--- config.mk ---
export PLATFORM = sky130hd
export DESIGN_NAME = pixel_collector_flat
export DESIGN_NICKNAME = d
export VERILOG_FILES = /design/src/rtl/pixel_collector_if.sv /design/src/rtl/pixel_collector.sv /design/src/flat_wrapper.sv
export SDC_FILE = /design/constraint.sdc
export NUM_CORES = 1
export LEC_CHECK = 0
export ABC_AREA = 1
export CELL_PAD_IN_SITES_DETAIL_PLACEMENT = 2
export CELL_PAD_IN_SITES_GLOBAL_PLACEMENT = 2
export CORE_AREA = 5 5 166 168
export DETAILED_ROUTE_END_ITERATION = 8
export DIE_AREA = 0 0 171 173
export PLACE_DENSITY = 0.79
export SYNTH_ARGS = -nofsm -noshare
export SYNTH_HDL_FRONTEND = slang
export SYNTH_SLANG_ARGS = --single-unit
--- constraint.sdc ---
create_clock -name clk -period 2.7 [get_ports clk]
set_input_delay 0.54 -clock clk [delete_from_list [all_inputs] [get_ports clk]]
set_output_delay 0.54 -clock clk [all_outputs]
set_load 0.1 [all_outputs]
--- src/rtl/pixel_collector_if.sv ---
// ============================================================================
// pixel_collector_if : iterator result / frame-buffer write bundle
// Revision: 1.0
// ============================================================================
`default_nettype none

interface pixel_collector_if #(
  parameter int ADDR_W = 19
) ();
  logic              iter_done;
  logic [31:0]       iterations;
  logic              all_done;
  logic [31:0]       max_iterations;
  logic              mem_ready;
  logic              handshake;
  logic              pixel_we;
  logic [ADDR_W-1:0] pixel_addr;
  logic [7:0]        pixel_color;
  logic              frame_done;
  logic [ADDR_W-1:0] inset_count;

  // Driver side: iterator and frame-buffer environment
  modport master (
    output iter_done, iterations, all_done, max_iterations, mem_ready,
    input  handshake, pixel_we, pixel_addr, pixel_color, frame_done, inset_count
  );

  // Collector side
  modport slave (
    input  iter_done, iterations, all_done, max_iterations, mem_ready,
    output handshake, pixel_we, pixel_addr, pixel_color, frame_done, inset_count
  );
endinterface

`default_nettype wire

--- src/rtl/pixel_collector.sv ---
// ============================================================================
// pixel_collector : maps iterator results to RGB332 pixels written in raster
// order. Optional in-set histogram counter: PIXEL_COLLECTOR_HIST_EN.
// Revision: 1.0
// ============================================================================
`default_nettype none

module pixel_collector #(
  parameter int H_RES  = 640,
  parameter int V_RES  = 480,
  parameter int ADDR_W = 19
) (
  input  logic              clk,
  input  logic              rst_n,
  pixel_collector_if.slave  bus
);

  localparam int X_W = (H_RES > 1) ? $clog2(H_RES) : 1;
  localparam int Y_W = (V_RES > 1) ? $clog2(V_RES) : 1;
  localparam logic [X_W-1:0] C_X_LAST = X_W'(H_RES - 1);
  localparam logic [Y_W-1:0] C_Y_LAST = Y_W'(V_RES - 1);

  typedef enum logic [2:0] {
    S_IDLE      = 3'd0,
    S_WRITE     = 3'd1,
    S_ACK       = 3'd2,
    S_WAIT_DROP = 3'd3,
    S_DONE      = 3'd4
  } state_t;

  state_t            state_q, state_d;
  logic [X_W-1:0]    x_q, x_d;
  logic [Y_W-1:0]    y_q, y_d;
  logic [ADDR_W-1:0] addr_q, addr_d;
  logic [7:0]        color_q, color_d;
  logic              we_q, we_d;
  logic              frame_done_q, frame_done_d;
  logic              last_pixel;

  // First matching threshold wins; all comparisons unsigned 32-bit
  function automatic logic [7:0] colour_of(input logic [31:0] it, input logic [31:0] mx);
    if (it >= mx)             return 8'h00;
    else if (it >= (mx >> 1)) return 8'hE0;
    else if (it >= (mx >> 2)) return 8'hFC;
    else if (it >= (mx >> 3)) return 8'h1C;
    else if (it >= (mx >> 4)) return 8'h1F;
    else if (it >= (mx >> 5)) return 8'h03;
    else if (it >= (mx >> 6)) return 8'h63;
    else if (it >= (mx >> 7)) return 8'h6F;
    else                      return 8'h92;
  endfunction

  assign last_pixel = (x_q == C_X_LAST) && (y_q == C_Y_LAST);

`ifdef PIXEL_COLLECTOR_HIST_EN
  logic              in_set_q, in_set_d;
  logic [ADDR_W-1:0] inset_q, inset_d;
`endif

  always_comb begin
    state_d      = state_q;
    x_d          = x_q;
    y_d          = y_q;
    addr_d       = addr_q;
    color_d      = color_q;
    we_d         = we_q;
    frame_done_d = frame_done_q;
`ifdef PIXEL_COLLECTOR_HIST_EN
    in_set_d     = in_set_q;
    inset_d      = inset_q;
`endif

    case (state_q)
      S_IDLE: begin
        // A pending result always takes priority over all_done
        if (bus.iter_done) begin
          color_d = colour_of(bus.iterations, bus.max_iterations);
          we_d    = 1'b1;
          state_d = S_WRITE;
`ifdef PIXEL_COLLECTOR_HIST_EN
          in_set_d = (bus.iterations >= bus.max_iterations);
`endif
        end else if (bus.all_done) begin
          frame_done_d = 1'b1;
          state_d      = S_DONE;
        end
      end
      S_WRITE: begin
        if (bus.mem_ready) begin
          we_d    = 1'b0;
          state_d = S_ACK;
        end
      end
      S_ACK: begin
        addr_d = addr_q + 1'b1;
        if (x_q == C_X_LAST) begin
          x_d = '0;
          y_d = y_q + 1'b1;
        end else begin
          x_d = x_q + 1'b1;
        end
`ifdef PIXEL_COLLECTOR_HIST_EN
        if (in_set_q && (inset_q != {ADDR_W{1'b1}})) begin
          inset_d = inset_q + 1'b1;
        end
`endif
        if (last_pixel) begin
          frame_done_d = 1'b1;
          state_d      = S_DONE;
        end else begin
          state_d = S_WAIT_DROP;
        end
      end
      S_WAIT_DROP: begin
        if (!bus.iter_done) begin
          state_d = S_IDLE;
        end
      end
      S_DONE: begin
        we_d = 1'b0;
      end
      default: begin
        state_d = S_IDLE;
        we_d    = 1'b0;
      end
    endcase
  end

  always_ff @(posedge clk) begin
    if (!rst_n) begin
      state_q      <= S_IDLE;
      x_q          <= '0;
      y_q          <= '0;
      addr_q       <= '0;
      color_q      <= '0;
      we_q         <= 1'b0;
      frame_done_q <= 1'b0;
`ifdef PIXEL_COLLECTOR_HIST_EN
      in_set_q     <= 1'b0;
      inset_q      <= '0;
`endif
    end else begin
      state_q      <= state_d;
      x_q          <= x_d;
      y_q          <= y_d;
      addr_q       <= addr_d;
      color_q      <= color_d;
      we_q         <= we_d;
      frame_done_q <= frame_done_d;
`ifdef PIXEL_COLLECTOR_HIST_EN
      in_set_q     <= in_set_d;
      inset_q      <= inset_d;
`endif
    end
  end

  assign bus.handshake   = (state_q == S_ACK);
  assign bus.pixel_we    = we_q;
  assign bus.pixel_addr  = addr_q;
  assign bus.pixel_color = color_q;
  assign bus.frame_done  = frame_done_q;
`ifdef PIXEL_COLLECTOR_HIST_EN
  assign bus.inset_count = inset_q;
`else
  assign bus.inset_count = '0;
`endif

endmodule

`default_nettype wire
--- src/flat_wrapper.sv ---
// flat-port wrapper written by rule: the top's interface ports become plain ports
module pixel_collector_flat 
#(
  parameter int H_RES  = 640,
  parameter int V_RES  = 480,
  parameter int ADDR_W = 19
)
  (clk, rst_n, bus_iter_done, bus_iterations, bus_all_done, bus_max_iterations, bus_mem_ready, bus_handshake, bus_pixel_we, bus_pixel_addr, bus_pixel_color, bus_frame_done, bus_inset_count);
  pixel_collector_if #(.ADDR_W(ADDR_W)) bus_i ();
  input  logic clk;
  input  logic rst_n;
  input wire logic [$bits(bus_i.iter_done)-1:0] bus_iter_done;
  input wire logic [$bits(bus_i.iterations)-1:0] bus_iterations;
  input wire logic [$bits(bus_i.all_done)-1:0] bus_all_done;
  input wire logic [$bits(bus_i.max_iterations)-1:0] bus_max_iterations;
  input wire logic [$bits(bus_i.mem_ready)-1:0] bus_mem_ready;
  output wire logic [$bits(bus_i.handshake)-1:0] bus_handshake;
  output wire logic [$bits(bus_i.pixel_we)-1:0] bus_pixel_we;
  output wire logic [$bits(bus_i.pixel_addr)-1:0] bus_pixel_addr;
  output wire logic [$bits(bus_i.pixel_color)-1:0] bus_pixel_color;
  output wire logic [$bits(bus_i.frame_done)-1:0] bus_frame_done;
  output wire logic [$bits(bus_i.inset_count)-1:0] bus_inset_count;
  assign bus_i.iter_done = bus_iter_done;
  assign bus_i.iterations = bus_iterations;
  assign bus_i.all_done = bus_all_done;
  assign bus_i.max_iterations = bus_max_iterations;
  assign bus_i.mem_ready = bus_mem_ready;
  assign bus_handshake = bus_i.handshake;
  assign bus_pixel_we = bus_i.pixel_we;
  assign bus_pixel_addr = bus_i.pixel_addr;
  assign bus_pixel_color = bus_i.pixel_color;
  assign bus_frame_done = bus_i.frame_done;
  assign bus_inset_count = bus_i.inset_count;
  pixel_collector #(.H_RES(H_RES), .V_RES(V_RES), .ADDR_W(ADDR_W)) u_core (.clk(clk), .rst_n(rst_n), .bus(bus_i));
endmodule
==> results.json <==
{
  "clock_skew_after_layout_ps": 8.531,
  "total_power_w": 0.003609,
  "rr_endpoint": "u_core.bus.pixel_addr[15]",
  "post_route_drc": 0,
  "place_area_sq_um": 10100,
  "routed_wirelength_um": 39710,
  "cts.root.buffer_cell": "clkbuf_16",
  "first_iter_violations": 400,
  "synth_enable_flop_cells": 0,
  "layout.area.seq_sq_um": 980.9,
  "ctsHtreeMaxLevel": 2,
  "power.ir.vdd_worst_uv": 276.6,
  "grt_overflow": 0,
  "firstDrtPassIters": 4,
  "max-clock-path-buffers": 2,
  "placeableCoreArea_sq_um": 25760,
  "synth_top_area_cell": "ha_1",
  "postLayoutSetupSlackWorst_ps": -194.5,
  "cp_cell_sequence": "clkdlybuf4s50_1 -> inv_2 -> buf_4 -> ha_1 -> nand2_1 -> inv_1 -> o21ai_0 -> nand2_1 -> a21oi_1 -> o21a_1 -> nand3_2 -> nor2_4 -> nand3_1 -> a21oi_1",
  "timing.fmax_mhz": 345.5,
  "max_cap_violations": 0,
  "power.static_leakage_nw": 5.573,
  "critical-path-max-stage-delay_ps": 480,
  "post_synthesis_to_final_layout_area_growth_pct": 39.30,
  "run_status": "finished, violations left",
  "violations": "setup timing",
  "maximum_number_of_pins_on_one_net_before_global_route_repair": 29,
  "max_slew_violation_count": 0,
  "die_area_sq_um": 29580,
  "fill_cells": 2924,
  "netlist_area_sq_um": 7860,
  "synthFlopType": "dfxtp_1",
  "crit_arrival_ps": 3120,
  "setup.worst_path.start_class": "input pin",
  "total_half_perimeter_wirelength_after_legalization_and_detailed_placement_um": 25980,
  "slowest_library_cell_on_the_worst_path": "clkdlybuf4s50_1",
  "type_of_destination_of_the_critical_path": "register",
  "die_width_um": 171,
  "p_per_area_nw_per_um2": 329.6,
  "clk_latency_ps": 300,
  "synth-warning-count": 0,
  "setup-violations-final": 6,
  "diodes": 0,
  "ys_types": 42,
  "synth_largest_type_area_fraction_pct": 36.77,
  "criticalPathCategory": "input pin to register",
  "gr-usage-all-layers_pct": 20.70,
  "post-synth-top-count-cell": "nand2_1",
  "regToRegStartpoint": "u_core.state_q[2]",
  "timing.hold.worst_endpoint": "u_core.y_q[8]",
  "multi_input_area_sq_um": 6688,
  "cp.required_ps": 2930,
  "nNetsFinal": 1685,
  "gp_routability_congestion": 0.8220,
  "tritoncts_clock_tree": "yes",
  "synth-async-reset-ratio_pct": 0,
  "path_max_fanout": 4,
  "tritoncts_num_sinks": 49,
  "chipHeight_um": 173,
  "route.detailed.vias_per_inst": 5.441,
  "worstRegToRegCells": 12,
  "postSynthCellCount": 1143,
  "top_cells_by_area_synth": "ha_1, dfxtp_1, nand2_1",
  "layout.core_utilization_pct": 42.50,
  "grt_first_pass_wirelength_um": 50760,
  "avgSynthCellArea_sq_um": 6.877,
  "preCtsSetupSlack_ps": -436.6,
  "reg2reg_slack_ps": 450,
  "yosys-top-cells-count": "nand2_1, ha_1, a21oi_1, inv_1, nor2_1",
  "synth.ff_latch_count": 49,
  "floorplan.io_pins": 118,
  "hold_path_depth": 1,
  "timing.hold.worst.class": "register to register",
  "antenna_found_initial": 0,
  "design_area_sq_um": 10950,
  "initial_core_util_pct": 30.51,
  "post_route_cells_drive_above_1_share_pct": 23.75,
  "holdCritStartpoint": "u_core.y_q[8]",
  "period_minus_slack_ps": 2895,
  "ant_nets": 0,
  "cts_hold_repair.buffers": 0,
  "number_of_failing_hold_endpoints_at_the_final_stage": 0,
  "route.detailed.wl_per_inst_um": 23.08,
  "final.period_utilization_pct": 107.2,
  "rows": 59,
  "total_cts_buffers": 5,
  "synth_sequential_area_ratio_pct": 12.48,
  "clk_pin_slew_ps": 70,
  "port-buffer-count": 98,
  "grt_pass1_vias": 10070,
  "detailroute.via_count": 9358
}
## cells in the final DEF (no fill, tap or decap), types with 4 or more instances in the layout
master	netlist	layout
a21o_1	5	5
a21oi_1	134	113
a21oi_2	0	21
buf_12	0	6
buf_4	21	165
buf_6	0	4
clkbuf_16	0	5
clkdlybuf4s50_1	0	42
conb_1	1	19
dfxtp_1	49	49
dlymetal6s2s_1	0	23
ha_1	231	220
ha_4	0	11
inv_1	134	104
inv_2	8	31
inv_4	1	6
nand2_1	253	238
nand2_2	4	19
nand3_1	35	28
nand3_2	1	7
nand3b_1	4	4
nand4_1	16	16
nor2_1	103	88
nor2_2	3	14
nor2_4	5	9
nor3_1	29	20
nor3_2	4	12
nor3b_1	5	4
o21a_1	9	9
o21ai_0	48	36
o21ai_1	8	18
## repair_timing
item                                    in CTS  in global routing
gates resized for setup                     15                156
pin swaps                                    1                 35
buffers inserted                             0                 15
endpoints found under the setup margin       6                  6
## kinds of logic after synthesis
logic type,synth area share (%)
and+or+nand+nor,26.82
xor gates and xnor gates,0.3343
DFF,12.48
AOI/OAI and AO/OA,14.37
adders and majority gates,36.77
other,0.04771
buffers and inverters,9.169
## worst max path at each step
stage / start / endpoint / slack, ps
global route: bus_max_iterations[17] / u_core.bus.pixel_color[0] / -320
finish: bus_max_iterations[17] / u_core.bus.pixel_color[0] / -190
floorplan: u_core.bus.pixel_addr[0] / u_core.bus.pixel_addr[16] / 180
global placement: bus_iterations[13] / u_core.bus.pixel_color[6] / -320
CTS: bus_max_iterations[21] / u_core.bus.pixel_color[1] / 0.2
detailed placement: bus_iterations[15] / u_core.bus.pixel_color[6] / -440
## registers in the layout, summed over array words and instances, names as in the netlist
| name | flops |
|---|---|
| u_core.bus.pixel_we | 1 |
| u_core.bus.frame_done | 1 |
| u_core.bus.pixel_addr | 19 |
| u_core.y_q | 9 |
| u_core.state_q | 3 |
| u_core.bus.pixel_color | 6 |
| u_core.x_q | 10 |
## critical path, delay by kind of cell
| family | cells | cell delay [ps] |
|---|---|---|
| AOI/OAI and AO/OA | 4 | 860 |
| adders and majority gates | 1 | 330 |
| buffers and inverters | 4 | 770 |
| and+or+nand+nor | 5 | 630 |
## through the flow
step	TNS, ps	hold slack, ps	instances
final	-1014	486.7	1720
after floorplan	0	429.4	1161
after detailed placement	-2338	467.7	1698
after global routing	-1634	509.7	1720
after CTS	0	479.9	1705
after global placement	-1783	447.1	1698
## where the power goes
part	total (W)	switching, W	internal [W]
clock	0.000738	0.000306	0.000432
sequential	0.000809	0.0000466	0.000763
combinational	0.00206	0.00135	0.000710
## per-layer routing
metal | track usage, % | up-vias | part of all wire [%]
li1 | - | 4341 | -
met1 | 24.73 | 4678 | 40
met2 | 39.72 | 231 | 53
met3 | 1.416 | 108 | 3.0
met4 | 4.754 | 0 | 4.3
met5 | 0 | - | 0
## final cells by class
class / count / area share, %
Inverter: 144 / 5.142
Sequential cell: 49 / 8.959
Multi-Input combinational cell: 942 / 61.08
Tap cell: 335 / 3.828
Clock buffer: 5 / 1.143
Clock inverter: 2 / 0.3200
Timing Repair Buffer: 243 / 19.53
(Power assumes the default switching activity.)
